<file path="src/rtl/cam_pkg.sv">
// Shared camera package: row count, default sample width and the output FSM
// state encoding used by the camera pipeline blocks.
package cam_pkg;

    localparam int ROWS      = 2;
    localparam int CAM_ADC_W = 8;

    typedef enum logic {
        IDLE   = 1'b0,
        STREAM = 1'b1
    } out_state_t;

endpackage

</file>
<file path="src/rtl/pixel_readout_capture_if.sv">
// Pixel stream bus between the readout capture block and the downstream
// image-processing stage: one pixel per valid/ready beat with frame markers.
interface pixel_readout_capture_if #(
    parameter int ADC_W = cam_pkg::CAM_ADC_W
);

    logic             valid;
    logic             ready;
    logic [ADC_W-1:0] data;
    logic             sof;
    logic             last;

    modport master (output valid, data, sof, last, input ready);
    modport slave  (input valid, data, sof, last, output ready);

endinterface

</file>
<file path="src/rtl/cam_edge_detect.sv">
// Rising-edge detector for strobes that are already synchronous to clk; the
// history register resets to RESET_VAL so an input idling high cannot fire.
module cam_edge_detect #(
    parameter logic RESET_VAL = 1'b0
) (
    input  logic clk,
    input  logic rst,
    input  logic din,
    output logic rise
);

    logic q;

    always_ff @(posedge clk) begin
        if (rst) begin
            q <= RESET_VAL;
        end else begin
            q <= din;
        end
    end

    assign rise = din & ~q;

endmodule

</file>
<file path="src/rtl/pixel_readout_capture.sv">
// Captures per-row ADC conversions driven by camera_controller, commits whole
// frames on erase rise and streams them out one pixel per beat.
// Optional FRAME_SUM_EN adds a per-frame pixel sum output.
module pixel_readout_capture
    import cam_pkg::*;
#(
    parameter int ADC_W = CAM_ADC_W,
    parameter int COLS  = 2,
    parameter int CNT_W = 8
) (
    input  logic                    clk,
    input  logic                    rst,
    input  logic                    nre_1,
    input  logic                    nre_2,
    input  logic                    adc,
    input  logic                    expose,
    input  logic                    erase,
    input  logic [COLS*ADC_W-1:0]   adc_data,
    pixel_readout_capture_if.master m,
    output logic                    frame_dropped,
    output logic                    frame_incomplete,
    output logic                    protocol_err,
    output logic [CNT_W-1:0]        drop_count
`ifdef FRAME_SUM_EN
    ,
    output logic [ADC_W+$clog2(ROWS*COLS):0] frame_sum,
    output logic                             frame_sum_valid
`endif
);

    localparam int NPIX  = ROWS * COLS;
    localparam int IDX_W = (NPIX > 1) ? $clog2(NPIX) : 1;
    localparam int ROW_W = COLS * ADC_W;
    localparam logic [IDX_W-1:0] LAST_IDX = IDX_W'(NPIX - 1);

    logic adc_rise;
    logic expose_rise;
    logic erase_rise;

    cam_edge_detect #(.RESET_VAL(1'b0)) u_adc_edge (
        .clk  (clk),
        .rst  (rst),
        .din  (adc),
        .rise (adc_rise)
    );

    cam_edge_detect #(.RESET_VAL(1'b0)) u_expose_edge (
        .clk  (clk),
        .rst  (rst),
        .din  (expose),
        .rise (expose_rise)
    );

    // erase idles high between frames, so its history starts high
    cam_edge_detect #(.RESET_VAL(1'b1)) u_erase_edge (
        .clk  (clk),
        .rst  (rst),
        .din  (erase),
        .rise (erase_rise)
    );

    logic                  cap_row0;
    logic                  cap_row1;
    logic                  both_rows_selected;
    logic [ROWS-1:0]       mask;
    logic [NPIX*ADC_W-1:0] cap_buf;
    logic [NPIX*ADC_W-1:0] out_buf;

    assign cap_row0           = adc_rise & ~nre_1 &  nre_2;
    assign cap_row1           = adc_rise &  nre_1 & ~nre_2;
    assign both_rows_selected = adc_rise & ~nre_1 & ~nre_2;

    // A capture in the same cycle as an expose rise belongs to the new frame
    always_ff @(posedge clk) begin
        if (rst) begin
            mask    <= '0;
            cap_buf <= '0;
        end else begin
            if (expose_rise) begin
                mask <= '0;
            end
            if (cap_row0) begin
                cap_buf[0 +: ROW_W] <= adc_data;
                mask[0]             <= 1'b1;
            end
            if (cap_row1) begin
                cap_buf[ROW_W +: ROW_W] <= adc_data;
                mask[1]                 <= 1'b1;
            end
        end
    end

    out_state_t       state;
    out_state_t       state_d;
    logic [IDX_W-1:0] idx;
    logic [IDX_W-1:0] idx_d;
    logic             beat;
    logic             last_beat;
    logic             mask_full;
    logic             buf_free;
    logic             commit;
    logic             drop;
    logic             incomplete;

    assign mask_full  = (mask == 2'b11);
    assign beat       = (state == STREAM) & m.ready;
    assign last_beat  = beat & (idx == LAST_IDX);
    assign buf_free   = (state == IDLE) | last_beat;
    assign commit     = erase_rise &  mask_full &  buf_free;
    assign drop       = erase_rise &  mask_full & ~buf_free;
    assign incomplete = erase_rise & ~mask_full;

    always_ff @(posedge clk) begin
        if (rst) begin
            state <= IDLE;
            idx   <= '0;
        end else begin
            state <= state_d;
            idx   <= idx_d;
        end
    end

    always_comb begin
        state_d = state;
        idx_d   = idx;
        m.valid = 1'b0;
        m.data  = '0;
        m.sof   = 1'b0;
        m.last  = 1'b0;
        case (state)
            IDLE: begin
                if (commit) begin
                    state_d = STREAM;
                    idx_d   = '0;
                end
            end
            STREAM: begin
                m.valid = 1'b1;
                m.data  = out_buf[int'(idx)*ADC_W +: ADC_W];
                m.sof   = (idx == '0);
                m.last  = (idx == LAST_IDX);
                if (beat) begin
                    if (idx == LAST_IDX) begin
                        idx_d   = '0;
                        state_d = commit ? STREAM : IDLE;
                    end else begin
                        idx_d = idx + 1'b1;
                    end
                end
            end
            default: begin
                state_d = IDLE;
                idx_d   = '0;
            end
        endcase
    end

    always_ff @(posedge clk) begin
        if (rst) begin
            out_buf          <= '0;
            frame_dropped    <= 1'b0;
            frame_incomplete <= 1'b0;
            protocol_err     <= 1'b0;
            drop_count       <= '0;
        end else begin
            if (commit) begin
                out_buf <= cap_buf;
            end
            frame_dropped    <= drop;
            frame_incomplete <= incomplete;
            protocol_err     <= both_rows_selected;
            if (drop && (drop_count != '1)) begin
                drop_count <= drop_count + 1'b1;
            end
        end
    end

`ifdef FRAME_SUM_EN
    localparam int SUM_W = ADC_W + $clog2(NPIX) + 1;

    logic [SUM_W-1:0] sum_d;

    always_comb begin
        sum_d = '0;
        for (int i = 0; i < NPIX; i++) begin
            sum_d = sum_d + SUM_W'(cap_buf[i*ADC_W +: ADC_W]);
        end
    end

    // Sum is taken from the capture buffer so it lines up with the first beat
    always_ff @(posedge clk) begin
        if (rst) begin
            frame_sum       <= '0;
            frame_sum_valid <= 1'b0;
        end else begin
            frame_sum_valid <= commit;
            if (commit) begin
                frame_sum <= sum_d;
            end
        end
    end
`endif

endmodule

</file>
<file path="src/flat_wrapper.sv">
// flat-port wrapper written by rule: the top's interface ports become plain ports
module pixel_readout_capture_flat import cam_pkg::*;
#(
    parameter int ADC_W = CAM_ADC_W,
    parameter int COLS  = 2,
    parameter int CNT_W = 8
)
  (clk, rst, nre_1, nre_2, adc, expose, erase, adc_data, frame_dropped, frame_incomplete, protocol_err, drop_count, m_valid, m_data, m_sof, m_last, m_ready);
  pixel_readout_capture_if #(.ADC_W(ADC_W)) m_i ();
  input  logic clk;
  input  logic rst;
  input  logic nre_1;
  input  logic nre_2;
  input  logic adc;
  input  logic expose;
  input  logic erase;
  input  logic [COLS*ADC_W-1:0] adc_data;
  output logic frame_dropped;
  output logic frame_incomplete;
  output logic protocol_err;
  output logic [CNT_W-1:0] drop_count;
  output wire logic [$bits(m_i.valid)-1:0] m_valid;
  output wire logic [$bits(m_i.data)-1:0] m_data;
  output wire logic [$bits(m_i.sof)-1:0] m_sof;
  output wire logic [$bits(m_i.last)-1:0] m_last;
  input wire logic [$bits(m_i.ready)-1:0] m_ready;
  assign m_valid = m_i.valid;
  assign m_data = m_i.data;
  assign m_sof = m_i.sof;
  assign m_last = m_i.last;
  assign m_i.ready = m_ready;
  pixel_readout_capture #(.ADC_W(ADC_W), .COLS(COLS), .CNT_W(CNT_W)) u_core (.clk(clk), .rst(rst), .nre_1(nre_1), .nre_2(nre_2), .adc(adc), .expose(expose), .erase(erase), .adc_data(adc_data), .m(m_i), .frame_dropped(frame_dropped), .frame_incomplete(frame_incomplete), .protocol_err(protocol_err), .drop_count(drop_count));
endmodule
</file>
<file path="config.mk">
export PLATFORM = sky130hd
export DESIGN_NAME = pixel_readout_capture_flat
export DESIGN_NICKNAME = d
export VERILOG_FILES = /design/src/rtl/cam_pkg.sv /design/src/rtl/pixel_readout_capture_if.sv /design/src/rtl/cam_edge_detect.sv /design/src/rtl/pixel_readout_capture.sv /design/src/flat_wrapper.sv
export SDC_FILE = /design/constraint.sdc
export NUM_CORES = 1
export LEC_CHECK = 0
export CORE_MARGIN = 2
export CORE_UTILIZATION = 35
export DETAILED_ROUTE_END_ITERATION = 16
export HOLD_SLACK_MARGIN = 0.06
export MAX_ROUTING_LAYER = met4
export SYNTH_ARGS = -nofsm -noshare
export SYNTH_HDL_FRONTEND = slang
export SYNTH_SLANG_ARGS = --single-unit
</file>
<file path="constraint.sdc">
create_clock -name clk -period 2.4 [get_ports clk]
set_input_delay 0.48 -clock clk [delete_from_list [all_inputs] [get_ports clk]]
set_output_delay 0.48 -clock clk [all_outputs]
set_load 0.02 [all_outputs]
</file>
Yosys cells after proc, flatten, opt, wreduce, memory -nomap -nowiden
Cells that the tools add are included.
{"block": "word_totals", "ff_bits": 83, "in_bits": 24, "out_inout_bits": 22, "wordCells": 65}
{"block": "classes", "addsub": 2, "eq_ne": 5, "n_shift": 1, "muxes": 15, "bitwise_logic": 23, "n_reduce_logical": 5}
{"operator": "$shiftx A32 B6 Y8", "n": 1}
{"operator": "$and A1 B1 Y1", "n": 14}
{"operator": "$add A8 B1 Y8 const B", "n": 1}
{"operator": "$mux W1", "n": 8}
{"operator": "$mux W2", "n": 4}
{"operator": "$mux W8", "n": 1}
{"operator": "$ne A8 B8 Y1 const B", "n": 1}
{"operator": "$not A1 Y1", "n": 8}
{"operator": "$eq A2 B2 Y1 const B", "n": 2}
{"operator": "$pmux W2 S2", "n": 1}
{"operator": "$reduce_bool A2 Y1", "n": 2}
{"operator": "$add A2 B1 Y2 const B", "n": 1}
{"operator": "$logic_not A2 Y1", "n": 1}
{"operator": "$ne A2 B1 Y1 const B", "n": 1}
{"operator": "$ne A2 B2 Y1 const B", "n": 1}
{"operator": "$pmux W1 S2", "n": 1}
{"operator": "$reduce_and A2 Y1", "n": 1}
{"operator": "$logic_and A1 B1 Y1", "n": 1}
{"operator": "$or A1 B1 Y1", "n": 1}

Logic depth before layout (Yosys ltp)
{"block": "depth", "word_depth": 8, "ltp_mapped": 6, "ltp_nobuf": 5}

Hierarchy
From an unflattened synthesis, not the netlist that was laid out.
{"block": "unflattened", "cells_unflattened": 394, "hier_area_um2": 3338.2}
{"mod": "pixel_readout_capture", "n_inst": 1, "cells_per_inst": 385, "area_per_inst_um2": 3210.6, "seq_area_each_um2": 1601.5}
{"mod": "cam_edge_detect at u_core.u_adc_edge ...", "n_inst": 2, "cells_per_inst": 3, "area_per_inst_um2": 47.5, "seq_area_each_um2": 20.0}
{"mod": "cam_edge_detect at u_core.u_erase_edge", "n_inst": 1, "cells_per_inst": 3, "area_per_inst_um2": 32.5, "seq_area_each_um2": 20.0}

Worst setup path before layout
OpenSTA, ideal clock, no wires.
{"block": "synth_path", "kind": "register to output", "from": "register u_core.idx[1]", "to": "output port m_data[0]", "arrival_ns": 1.397, "required_time_ns": 1.920, "setup_slack_ns": 0.523, "stages_incl_launch_ff": 4, "n_path_buf": 1, "path_cell_list": "dfxtp_1 -> clkbuf_1 -> mux4_2 -> and2_1"}
{"block": "synth_via", "elab_chain_len": 2}
{"item": "start: declaration", "line_no": "pixel_readout_capture.sv:95", "rtl": "logic [IDX_W-1:0] idx;"}
{"item": "start signal: assignment", "line_no": "pixel_readout_capture.sv:119", "rtl": "idx <= idx_d;"}
{"item": "$shiftx A32 B6 Y8", "line_no": "pixel_readout_capture.sv:139", "rtl": "m.data = out_buf[int'(idx)*ADC_W +: ADC_W];"}
{"item": "$mux W8", "line_no": "pixel_readout_capture.sv:130", "rtl": "case (state)"}
{"item": "end: declaration", "line_no": "flat_wrapper.sv:23", "rtl": "output wire logic [$bits(m_i.data)-1:0] m_data;"}
No other way between the ends.

Worst setup path in the final report
{"block": "layout_path", "from": "register u_core.idx[0]", "to": "output port m_data[4]"}
Same word-level chain as after synthesis.

==> metrics.cfg <==
[outcome]
outcome = finished clean

[power_and_ir_drop]
p_sw_uw = 593
intPower_mw = 1.97
power_mw = 2.56
seqPwrFrac = 0.548
clkPwrFrac = 0.406
p_leak_nw = 1.39
switching_share = 0.231
peakVddDrop_mv = 0.240
power.density_mw_per_mm2 = 634
p_comb_frac = 0.046

[placed_design]
port_buffers = 45
place.gp.congestion = 0.795
placed_cells = 526
hpwl_um = 4680

[timing]
period_needed_ns = 2.32
setup_violations = 0
skew_ns = 0.0121
grt_setup_unrepaired = false
fmax_mhz = 431
slew_viol_final = 0
tightest_slew_ns = 0.445
min_period_over_period = 0.967
finalHoldViolCount = 0
tns_ns = 0
maxSlewHeadroom = 0.703

[cts]
htree_num_levels = 3
root_buffer = clkbuf_8
cts_sinks = 83
insertion_delay_ns = 0.35
clk_pin_slew_ns = 0.09
tritoncts = done
cts_buffers = 9
clockBufferDepth = 2
postCtsHoldBufs = 0

[route]
dr.pass1.iters = 4
viasPerCell = 4.91
drc = 0
drtAntennaViolNets = 0
post_drt_wl_per_cell_um = 13.3
drt_iter0_markers = 98
vias = 2659
drt_wl_total_um = 7230

[logic_synthesis]
synth_area_per_cell_sq_um = 8.49
synthTopCellsByArea = dfxtp_1 51%, nand2_1 15%, a21oi_1 11%
synth_top_area_share = 0.507
netlist_area_sq_mm = 0.00328
yosysSeqAreaShare = 0.507
async_reset_ff_frac = 0
synthFlopType = dfxtp_1
synth_edf_count = 0
synth_seq_cells = 83
syn_inst = 386
yosysWarnings = 0
ys_types = 34
yosys.area.top_type = dfxtp_1
synth_fp_nets = 413

[floorplan]
rows = 35
io_pins = 46
start_util = 0.358
die-area_sq_mm = 0.0102
placeableCoreArea_sq_mm = 0.00915
die_w_um = 101
dieHeight_um = 101

[critical_path]
r2r-end = u_core.drop_count[7]
crit_arrival_ns = 1.84
critPathSlowestCell = mux4_2
startpoint = u_core.idx[0]
reg2reg_depth = 6
crit_required_ns = 1.92
cp_top_family = multiplexers
cp-end-kind = primary output
r2r_start = u_core.idx[0]
startpoint_type = flip-flop
path_depth = 4
crit_type = reg2out
critPathCapture = m_data[4]
worstPathCellList = buf_12, mux4_2, and2_1, dlygate4sd2_1
cpPeakStageDelay_ns = 0.49
path_max_fanout = 12
rrSetupSlack_ns = 0.49
path_buf_inv = 2

[global_routing]
overflow = 0
grt_max_degree = 45
grt.total_usage = 0.156
grt_pass1_vias = 2441
antenna_found_initial = 0
grt_first_pass_wirelength_um = 12000

[finish]
fill_cells = 924
fin_cells = 542
areaGrowthSynthToFinish_pct = 23.4
final_util = 0.442
drive_above_1_share = 0.102
diodes = 0
finalNetCount = 453

[min_path]
hp-class = reg2reg

[job]
maxCapViolCount = 0

[power groups by stage]
stage | Sequential [mW] | Combinational [mW] | Clock (mW)
after floorplan | 1.44 | 0.0560 | 0
after global placement | 1.44 | 0.117 | 0
after detailed placement | 1.44 | 0.118 | 0
after CTS | 1.41 | 0.119 | 1.06
after global routing | 1.41 | 0.130 | 1.12
final | 1.41 | 0.118 | 1.04
[cells in the final DEF (no fill, tap or decap), types with 2 or more instances in the layout]
cell type,instances
a21oi_1,73
and2_1,10
buf_12,2
buf_4,7
clkbuf_8,10
clkdlybuf4s15_1,2
clkdlybuf4s50_1,35
clkinv_4,2
dfxtp_1,82
dlygate4sd2_1,6
ha_1,3
inv_1,4
mux4_2,8
nand2_1,134
nand2b_1,3
nand3_1,3
nand4_1,2
nor2_1,7
nor2b_1,2
nor3b_2,2
o21ai_0,3
o31ai_1,3
or3_1,3
or3b_2,2
or4_1,3
[logic make-up after synthesis]
| logic type | share of synthesized area |
|---|---|
| buffers and inverters | 0.0412 |
| adders and majority gates | 0.0115 |
| muxes | 0.0580 |
| DFF | 0.507 |
| xor gates and xnor gates | 0.00267 |
| and+or+nand+nor | 0.237 |
| AOI/OAI and AO/OA | 0.143 |
[how the worst min path moves through the flow]
stage                         endpoint  cells after the start             startpoint
2_1_floorplan  u_core.frame_incomplete                      1  u_core.u_erase_edge.q
3_3_place_gp   u_core.frame_incomplete                      1  u_core.u_erase_edge.q
3_5_place_dp   u_core.frame_incomplete                      1  u_core.u_erase_edge.q
4_1_cts              u_core.out_buf[3]                      2      u_core.cap_buf[3]
5_1_grt              u_core.out_buf[3]                      2      u_core.cap_buf[3]
6_report       u_core.frame_incomplete                      1  u_core.u_erase_edge.q
[timing repair]
action | 4_1_cts | 5_1_grt
gates resized for setup | 9 | 3
buffers inserted | 0 | 0
setup endpoints to repair | 8 | 3
[per-stage QoR]
| step | area, sq um | setup slack [ns] | hold WS [ns] |
|---|---|---|---|
| after CTS | 4040 | 0.0240 | 0.451 |
| after floorplan | 3280 | 0.523 | 0.412 |
| final | 4040 | 0.0803 | 0.449 |
| after global routing | 4040 | 0.000154 | 0.465 |
| after detailed placement | 3840 | 0.163 | 0.438 |
| after global placement | 3840 | 0.224 | 0.425 |
[final cells by class]
type / instances / area, sq um / share of cell area
Sequential cell: 83 / 1660 / 0.411
Multi-Input combinational cell: 274 / 1480 / 0.367
Timing Repair Buffer: 54 / 533 / 0.132
Tap cell: 111 / 139 / 0.0344
Clock buffer: 10 / 138 / 0.0340
Clock inverter: 6 / 72.6 / 0.0180
Inverter: 4 / 15.0 / 0.00371
[layer usage]
metal	global-route usage	part of all wire	vias to the layer above
met5	-	0	-
met4	0.0664	0.017	0
met3	0.0264	0.042	10
met2	0.247	0.47	49
met1	0.196	0.47	1228
li1	-	-	1372
[Yosys cell counts (4+ instances only)]
master      n
a21oi_1    73
and2_1     10
buf_2       9
clkbuf_1   13
dfxtp_1    83
inv_1       4
mux4_2      8
nand2_1   134
nor2_1      8
[state kept, by name (all words and copies together), names as in the netlist]
name and cells:
u_core.protocol_err 1, u_core.idx 2, u_core.drop_count 8, u_core.u_adc_edge.q 1
u_core.frame_dropped 1, u_core.state 1, u_core.u_expose_edge.q 1, u_core.u_erase_edge.q 1
u_core.cap_buf 32, u_core.out_buf 32, u_core.mask 2, u_core.frame_incomplete 1
[worst register-to-register path: cells and delay by family (launching register included)]
kind            cells  cell delay (ns)
compound gates      3             0.58
simple gates        1             0.53
flops               1             0.33
fa+ha+maj           1             0.26
buf+inv             1             0.15
No activity file was read; power rests on OpenSTA's default activity.
